$ cat src/rtl/uart_mmio_pkg.sv
// +-----------------------------------------------------------------------+
// | uart_mmio_pkg : shared constants for the UART MMIO controller         |
// | Revision      : 1.0                                                   |
// +-----------------------------------------------------------------------+
`default_nettype none

package uart_mmio_pkg;

  localparam logic [3:0] IO_BASE          = 4'h8;

  localparam logic [7:0] ADDR_TX_CTRL     = 8'h00;
  localparam logic [7:0] ADDR_RX_CTRL     = 8'h04;
  localparam logic [7:0] ADDR_RX_DATA     = 8'h08;
  localparam logic [7:0] ADDR_TX_DATA     = 8'h0C;
  localparam logic [7:0] ADDR_CYCLE       = 8'h10;
  localparam logic [7:0] ADDR_INSTR       = 8'h14;
  localparam logic [7:0] ADDR_CNT_CLR     = 8'h18;

  localparam int         RX_DEPTH_DEFAULT = 4;

endpackage

`default_nettype wire

$ cat src/rtl/uart_rx_fifo.sv
// +-----------------------------------------------------------------------+
// | uart_rx_fifo : power-of-two circular FIFO buffering received bytes    |
// | Revision     : 1.0                                                    |
// +-----------------------------------------------------------------------+
`default_nettype none

module uart_rx_fifo #(
  parameter int DEPTH = 4,
  parameter int WIDTH = 8
) (
  input  logic             clk,
  input  logic             reset,
  input  logic             push_i,
  input  logic [WIDTH-1:0] din_i,
  input  logic             pop_i,
  output logic             full_o,
  output logic             empty_o,
  output logic [WIDTH-1:0] head_o
);

  localparam int                AW      = $clog2(DEPTH);
  localparam logic [AW-1:0]     PTR_ONE = 1;
  localparam logic [AW:0]       CNT_ONE = 1;
  localparam logic [AW:0]       CNT_MAX = DEPTH[AW:0];

  logic [WIDTH-1:0] mem_q [DEPTH];
  logic [AW-1:0]    wr_ptr_q, wr_ptr_d;
  logic [AW-1:0]    rd_ptr_q, rd_ptr_d;
  logic [AW:0]      count_q,  count_d;
  logic             w_push, w_pop;

  assign full_o  = (count_q == CNT_MAX);
  assign empty_o = (count_q == '0);
  assign head_o  = mem_q[rd_ptr_q];

  assign w_push  = push_i && !full_o;
  assign w_pop   = pop_i  && !empty_o;

  always_comb begin
    wr_ptr_d = wr_ptr_q;
    rd_ptr_d = rd_ptr_q;
    count_d  = count_q;
    // Pointers wrap naturally because DEPTH is a power of two.
    if (w_push) wr_ptr_d = wr_ptr_q + PTR_ONE;
    if (w_pop)  rd_ptr_d = rd_ptr_q + PTR_ONE;
    case ({w_push, w_pop})
      2'b10:   count_d = count_q + CNT_ONE;
      2'b01:   count_d = count_q - CNT_ONE;
      default: count_d = count_q;
    endcase
  end

  always_ff @(posedge clk) begin
    if (reset) begin
      wr_ptr_q <= '0;
      rd_ptr_q <= '0;
      count_q  <= '0;
    end else begin
      wr_ptr_q <= wr_ptr_d;
      rd_ptr_q <= rd_ptr_d;
      count_q  <= count_d;
    end
  end

  always_ff @(posedge clk) begin
    if (w_push) mem_q[wr_ptr_q] <= din_i;
  end

endmodule

`default_nettype wire

$ cat src/rtl/uart_mmio_ctrl.sv
// +-----------------------------------------------------------------------+
// | uart_mmio_ctrl : M-stage MMIO decode, UART TX/RX handshake, counters  |
// | Revision       : 1.0                                                  |
// +-----------------------------------------------------------------------+
`default_nettype none

module uart_mmio_ctrl
  import uart_mmio_pkg::*;
#(
  parameter int RX_DEPTH = RX_DEPTH_DEFAULT,
  parameter int CNT_W    = 32
) (
  input  logic        clk,
  input  logic        reset,
  input  logic        stall,
  input  logic [31:0] addrM,
  input  logic        mem_re,
  input  logic        mem_we,
  input  logic [31:0] wdataM,
  input  logic        instr_retire,
  output logic        io_sel,
  output logic [31:0] rdata,
  output logic        stall_req,
  output logic [7:0]  uart_din,
  output logic        uart_din_valid,
  input  logic        uart_din_ready,
  input  logic [7:0]  uart_dout,
  input  logic        uart_dout_valid,
  output logic        uart_dout_ready
);

  localparam logic [CNT_W-1:0] CNT_ONE = 1;

  logic [7:0]       tx_data_q, tx_data_d;
  logic             tx_full_q, tx_full_d;
  logic [CNT_W-1:0] cycle_q,   cycle_d;
  logic [CNT_W-1:0] instr_q,   instr_d;

  logic [7:0]       w_off;
  logic             w_rd, w_wr;
  logic             w_rx_push, w_rx_pop, w_rx_full, w_rx_empty;
  logic [7:0]       w_rx_head;
  logic             w_tx_store, w_tx_cap, w_cnt_clr;
  logic             w_unused_bits;

  // Only the offset byte and the TX byte lane are meaningful here.
  assign w_unused_bits = ^{addrM[27:8], wdataM[31:8]};

  assign io_sel     = (addrM[31:28] == IO_BASE) && (mem_re || mem_we);
  assign w_off      = addrM[7:0];
  assign w_rd       = io_sel && mem_re;
  assign w_wr       = io_sel && mem_we && !mem_re;

  assign uart_dout_ready = !w_rx_full && !reset;
  assign w_rx_push  = uart_dout_valid && uart_dout_ready;
  assign w_rx_pop   = w_rd && (w_off == ADDR_RX_DATA) && !stall && !w_rx_empty;

  // stall_req looks only at registered tx_full, so a same-cycle drain
  // never shortens the stall; the store lands the cycle after.
  assign w_tx_store = w_wr && (w_off == ADDR_TX_DATA);
  assign stall_req  = w_tx_store && tx_full_q;
  assign w_tx_cap   = w_tx_store && !tx_full_q && !stall;
  assign w_cnt_clr  = w_wr && (w_off == ADDR_CNT_CLR) && !stall;

  assign uart_din_valid = tx_full_q;
  assign uart_din       = tx_data_q;

  uart_rx_fifo #(
    .DEPTH (RX_DEPTH),
    .WIDTH (8)
  ) u_rx_fifo (
    .clk     (clk),
    .reset   (reset),
    .push_i  (w_rx_push),
    .din_i   (uart_dout),
    .pop_i   (w_rx_pop),
    .full_o  (w_rx_full),
    .empty_o (w_rx_empty),
    .head_o  (w_rx_head)
  );

  always_comb begin
    rdata = '0;
    if (w_rd) begin
      case (w_off)
        ADDR_TX_CTRL: rdata = {31'b0, !tx_full_q};
        ADDR_RX_CTRL: rdata = {31'b0, !w_rx_empty};
        ADDR_RX_DATA: if (!w_rx_empty) rdata = {24'b0, w_rx_head};
        ADDR_CYCLE:   rdata = 32'(cycle_q);
        ADDR_INSTR:   rdata = 32'(instr_q);
        default:      rdata = '0;
      endcase
    end
  end

  always_comb begin
    tx_data_d = tx_data_q;
    tx_full_d = tx_full_q;
    cycle_d   = cycle_q + CNT_ONE;
    instr_d   = instr_retire ? (instr_q + CNT_ONE) : instr_q;
    if (w_tx_cap) begin
      tx_data_d = wdataM[7:0];
      tx_full_d = 1'b1;
    end else if (tx_full_q && uart_din_ready) begin
      tx_full_d = 1'b0;
    end
    if (w_cnt_clr) begin
      cycle_d = '0;
      instr_d = '0;
    end
  end

  always_ff @(posedge clk) begin
    if (reset) begin
      tx_data_q <= '0;
      tx_full_q <= 1'b0;
      cycle_q   <= '0;
      instr_q   <= '0;
    end else begin
      tx_data_q <= tx_data_d;
      tx_full_q <= tx_full_d;
      cycle_q   <= cycle_d;
      instr_q   <= instr_d;
    end
  end

endmodule

`default_nettype wire

$ cat config.mk
export PLATFORM = sky130hd
export DESIGN_NAME = uart_mmio_ctrl
export DESIGN_NICKNAME = d
export VERILOG_FILES = /design/src/rtl/uart_mmio_pkg.sv /design/src/rtl/uart_rx_fifo.sv /design/src/rtl/uart_mmio_ctrl.sv
export SDC_FILE = /design/constraint.sdc
export NUM_CORES = 1
export LEC_CHECK = 0
export CORE_UTILIZATION = 51
export CTS_CLUSTER_DIAMETER = 120
export DETAILED_ROUTE_END_ITERATION = 7
export HOLD_SLACK_MARGIN = 0.1
export PLACE_DENSITY = 0.82
export SYNTH_ARGS = -nofsm -noshare
export SYNTH_HDL_FRONTEND = slang
export SYNTH_HIERARCHICAL = 1
export SYNTH_SLANG_ARGS = --single-unit
export TNS_END_PERCENT = 100
$ cat constraint.sdc
create_clock -name clk -period 4 [get_ports clk]
set_input_delay 1.2 -clock clk [delete_from_list [all_inputs] [get_ports clk]]
set_output_delay 1.2 -clock clk [all_outputs]
set_load 0.005 [all_outputs]
## After elaboration in Yosys (flattened, before gate mapping)

Memories as Yosys holds them, arrays and structs flattened. A register that Yosys moved wholly into a read port is not among the register bits.
Index checks and enable logic that the tools add are counted.

- Eq/ne operators: 10
- Mux-type cells: 10
- Reduce and logical (&&, ||, !) cells: 30
- $add $sub $neg: 6

Operators by type and width:

| cell | count |
|---|---|
| $pmux W32 S5 | 1 |
| $add A32 B1 Y32 const B | 2 |
| $mux W32 | 1 |
| $eq A8 B5 Y1 const B | 3 |
| $logic_and A1 B1 Y1 | 18 |
| $eq A8 B4 Y1 const B | 2 |
| $eq A8 B3 Y1 const B | 1 |
| $logic_not A8 Y1 | 1 |
| $mux W8 | 1 |
| $logic_not A1 Y1 | 6 |
| $pmux W3 S2 | 1 |
| $add A2 B1 Y2 const B | 2 |
| $eq A4 B4 Y1 const B | 1 |
| $mux W1 | 4 |
| $mux W2 | 2 |
| $reduce_bool A2 Y1 | 2 |
| $add A3 B1 Y3 const B | 1 |
| $eq A3 B3 Y1 const B | 1 |
| $logic_not A3 Y1 | 1 |
| $sub A3 B1 Y3 const B | 1 |
| $eq A2 B1 Y1 const B | 1 |
| $eq A2 B2 Y1 const B | 1 |
| $reduce_or A2 Y1 | 1 |
| $logic_or A1 B1 Y1 | 1 |

- Bits in writable memories: 32
- Logic and storage cells: 64
- Memories kept: 1
- Bits in registers: 80

Memory list:

| memory | words | bits a word | rd ports | clocked after memory_dff | write ports | RTL line | text |
|---|---|---|---|---|---|---|---|
| u_rx_fifo.mem_q | 4 | 8 | 1 | 1 | 1 | uart_rx_fifo.sv:26 | `logic [WIDTH-1:0] mem_q [DEPTH];` |

## Logic depth before layout (Yosys ltp)

- Depth in word-level cells: 9
- Mapped depth: 13
- Mapped depth without buffers: 12

## Cells and area by module

The synthesis kept the hierarchy.

Modules (own cells, without submodules):

| module | times used | cells an instance | area each (um^2) | seq. area each (um^2) |
|---|---|---|---|---|
| uart_mmio_ctrl | 1 | 513 | 4,082.7 | 1,461.4 |
| uart_rx_fifo | 1 | 96 | 1,635.3 | 1,141.1 |

## Worst setup path after synthesis

OpenSTA, ideal clock, no wires.

- Kind: in2out
- From: input addrM[5]
- To: output rdata[2]
- Arrival time: 2,469 ps
- Required time: 2,800 ps
- Path slack: 331 ps
- Stages: 6
- Cell sequence: nor4b_1 and3b_1 clkbuf_1 clkbuf_1 a222oi_1 nor2_1

- Cells in the longest elaborated chain, start to end: 3

Ends and longest elaborated chain:

| item | RTL line | text |
|---|---|---|
| from (decl) | uart_mmio_ctrl.sv:16 | `input logic [31:0] addrM,` |
| $eq A8 B5 Y1 (tied with other cells) | uart_mmio_ctrl.sv:85 | `case (w_off)` |
| $pmux W32 S5 (*) | uart_mmio_ctrl.sv:85 |  |
| $mux W32 (*) | uart_mmio_ctrl.sv:84 | `if (w_rd) begin` |
| to (decl) | uart_mmio_ctrl.sv:22 | `output logic [31:0] rdata,` |

Mark *: on every way between the ends. The rest lies on a longest branch, timed or not.

## Worst setup path in the final report

- From: input addrM[31]
- To: output rdata[20]

- Cells in the longest elaborated chain, start to end: 4

Ends and longest elaborated chain:

| item | RTL line | text |
|---|---|---|
| $eq A4 B4 Y1 | uart_mmio_ctrl.sv:49 | `assign io_sel = (addrM[31:28] == IO_BASE) && (mem_re \|\| mem_we);` |
| $logic_and A1 B1 Y1 | uart_mmio_ctrl.sv:49 |  |
| $logic_and A1 B1 Y1 | uart_mmio_ctrl.sv:51 | `assign w_rd = io_sel && mem_re;` |
| $mux W32 | uart_mmio_ctrl.sv:84 |  |

No other way between the ends.

==> metrics.yaml <==
coreArea_um2: 10900
clockRootBuffer: "clkbuf_8"
worst-endpoint-required_ps: 2800
yosys.cell_types.count: 52
status: "finished with violations"
htree_levels: 4
antennaDiodeCount: 0
drc: 0
synth_edf_count: 32
p_switching_uw: 701
timing.final.ws_setup_ps: -6.86
setup_violations: 2
violations: "setup timing"
finalInstanceArea_um2: 7520
die_area_um2: 11600
grt_pass1_wl_um: 25100
period_share: 1.00
die_y_um: 108
worstMarginPinSlew_ps: 570
vias_per_cell: 6.12
async_reset_ff_frac: 0
synth_cells: 609
startpoint_type: "input pin"
yosys.area.top_type: "dfxtp_1"
synthTopCellsByArea: "dfxtp_1 (29%), edfxtp_1 (17%), nor2_1 (4.7%)"
power_density_nw_per_um2: 375
cts_tree: "done"
clk_pin_slew_ps: 60
num_rows: 38
clock_skew_ps: 5.64
intPower_mw: 2.12
die_x_um: 108
leakagePower_nw: 2.60
drive_above_1_share: 0.195
ys_ff_latch: 114
io_buffers: 79
vias: 5374
regToRegSetupSlack_ps: 1200
syn_nets: 697
seq_area_frac_synth: 0.455
grt_pass1_vias: 5098
ioPinCount: 124
utilization: 0.691
whs_ps: 469
report.final.hold_viol_count: 0
finalNonFillerCells: 878
grt_use_total: 0.281
path_cells: "clkdlybuf4s50_1, nor4b_4, buf_4, nand4_1, buf_6, buf_4, nor2_1, clkdlybuf4s15_1"
antenna_found_initial: 0
syn_avg_cell_area_um2: 9.39
crit_slowest_cell: "clkdlybuf4s50_1"
synth.top_cell.area_share: 0.287
drv_slew: 0
dr.pass1.iters: 5
syn_to_final_growth_pct: 31.6
cpPeakStageDelay_ps: 470
fin_crit_ps: 4010
pre_cts_slack_ps: -514
start_util: 0.525
clock_latency_ps: 540
place_congestion: 0.819
netlist_area_um2: 5720
numCtsBuffers: 17
slew_headroom: 0.620
crit_fanout: 5
cpMostUsedCell: "buf_4"
finalSetupTns_ps: -12.8
yosys_warnings: 6
placed_area_um2: 6760
hold_end: "uart_din[7]$_SDFFE_PP0P_"
p_seq_frac: 0.430
finalPower_mw: 2.82
swShare: 0.249
final_antenna_net_count: 0
min_from: "uart_din[7]$_SDFFE_PP0P_"
grt_max_degree: 54
critical_path_arrival_ps: 2810
share_comb_of_total_power: 0.045
ir_drop_uv: 390
max_freq_mhz: 250
cts_sinks: 114
grt-ovfl-total: 0
cap_violations: 0
dp.cells: 817
synth-main-ff-cell: "dfxtp_1"
hpwl_um: 10200
clkPwrFrac: 0.525
endpoint_kind: "output pin"
hold_path_class: "flop to flop"
hold_depth: 2
wl_um: 16000
reg2reg_depth: 13
rr_startpoint: "u_rx_fifo/count_q[0]$_SDFFE_PP0P_"
critPathKind: "input pin to output pin"
wire_per_inst_um: 18.2
reg2reg_to: "u_rx_fifo/count_q[2]$_SDFFE_PP0P_"
cts_buffer_depth: 2
nets: 813
first_iter_violations: 536
-- cell usage in the layout, fill, tap and decap left out, types with 15 or more instances in the layout --
cell type / count
o21ai_0: 15
dfxtp_1: 82
edfxtp_1: 32
buf_4: 43
clkbuf_16: 16
buf_2: 23
xor2_1: 17
or4_1: 17
mux2i_1: 17
or3_1: 15
buf_6: 15
a22oi_1: 22
nor2_1: 71
clkdlybuf4s50_1: 35
a21oi_1: 32
o31ai_1: 15
nand4_1: 27
inv_1: 21
nand2_1: 39
nand3_1: 23
-- synthesized netlist by cell type, types with 2 or more instances --
master and n:
or4_1 17, o21a_1 2, ha_1 7, edfxtp_1 32
o31ai_1 15, nand2_1 39, a21oi_1 32, o211ai_1 12
nand4_1 27, nor2_1 72, buf_2 6, nor3b_1 2
a22oi_1 24, a222oi_1 8, or3_1 15, buf_1 3
inv_1 21, nor4b_1 2, nand2b_1 3, nor2b_1 2
nand3_1 23, o21ai_0 15, and3_1 11, and4_1 9
mux4_2 8, xnor2_1 12, and2_1 8, clkbuf_1 29
mux2i_1 17, nor4_1 7, dfxtp_1 82, o21ai_1 2
nor3_1 10, xor2_1 17
-- critical path, delay by kind of cell --
family                 cells  cell delay (ps)
buffers and inverters      5             1160
and+or+nand+nor            3              450
-- routing by layer --
metal  share of wire  global-route usage  up-vias
li1                -                   -     2502
met1            0.40               0.336     2603
met2            0.52               0.479      229
met3           0.066              0.0726       40
met4           0.023               0.116        0
met5               0                   0        -
-- worst max-delay path by stage --
stage,start,depth (start not counted),end
CTS,addrM[30],7,rdata[22]
floorplan,addrM[5],6,rdata[2]
global route,addrM[31],9,rdata[5]
global placement,addrM[5],8,rdata[0]
detailed placement,addrM[5],8,rdata[25]
finish,addrM[31],8,rdata[20]
-- timing repair --
| item | in CTS | in global routing |
|---|---|---|
| setup endpoints to repair | 33 | 33 |
| pin swaps | 33 | 13 |
| hold buffers | 0 | 0 |
| gates resized for setup | 141 | 29 |
| gates cloned | 4 | 2 |
| setup buffers | 22 | 3 |
-- cells by family (layout without fill, tap and decap cells) --
kind of cell             Yosys count  in the layout  synth area share
buffers and inverters             62            191            0.0438
adder cells (fa/ha/maj)            8              8            0.0188
AO/OA/AOI/OAI                    115            115             0.135
XOR/XNOR                          29             29            0.0444
multiplexers                      25             25            0.0613
AND/OR/NAND/NOR                  256            256             0.241
flip-flops                       114            114             0.455
-- flip-flops by register name, summed over array words and instances, names as in the netlist, named ones only --
| name | count |
|---|---|
| u_rx_fifo/wr_ptr_q | 2 |
| uart_din_valid | 1 |
| u_rx_fifo/count_q | 3 |
| instr_q | 32 |
| u_rx_fifo/mem_q | 32 |
| u_rx_fifo/rd_ptr_q | 2 |
| cycle_q | 32 |
| uart_din | 8 |
-- final cells by class --
type	count	area [um2]
Clock buffer	17	414
Tap cell	140	175
Timing Repair Buffer	138	1150
Sequential cell	114	2600
Inverter	21	78.8
Multi-Input combinational cell	433	2940
Fill cell	788	3360
Clock inverter	15	159
-- power groups by stage --
stage	clock network (mW)	logic (mW)	registers (mW)
after floorplan	0	0.0519	1.23
after global placement	0	0.112	1.24
after detailed placement	0	0.118	1.24
after CTS	1.49	0.122	1.21
after global routing	1.55	0.137	1.21
final	1.48	0.126	1.21
Note: power is estimated with default switching activity, not from simulation.
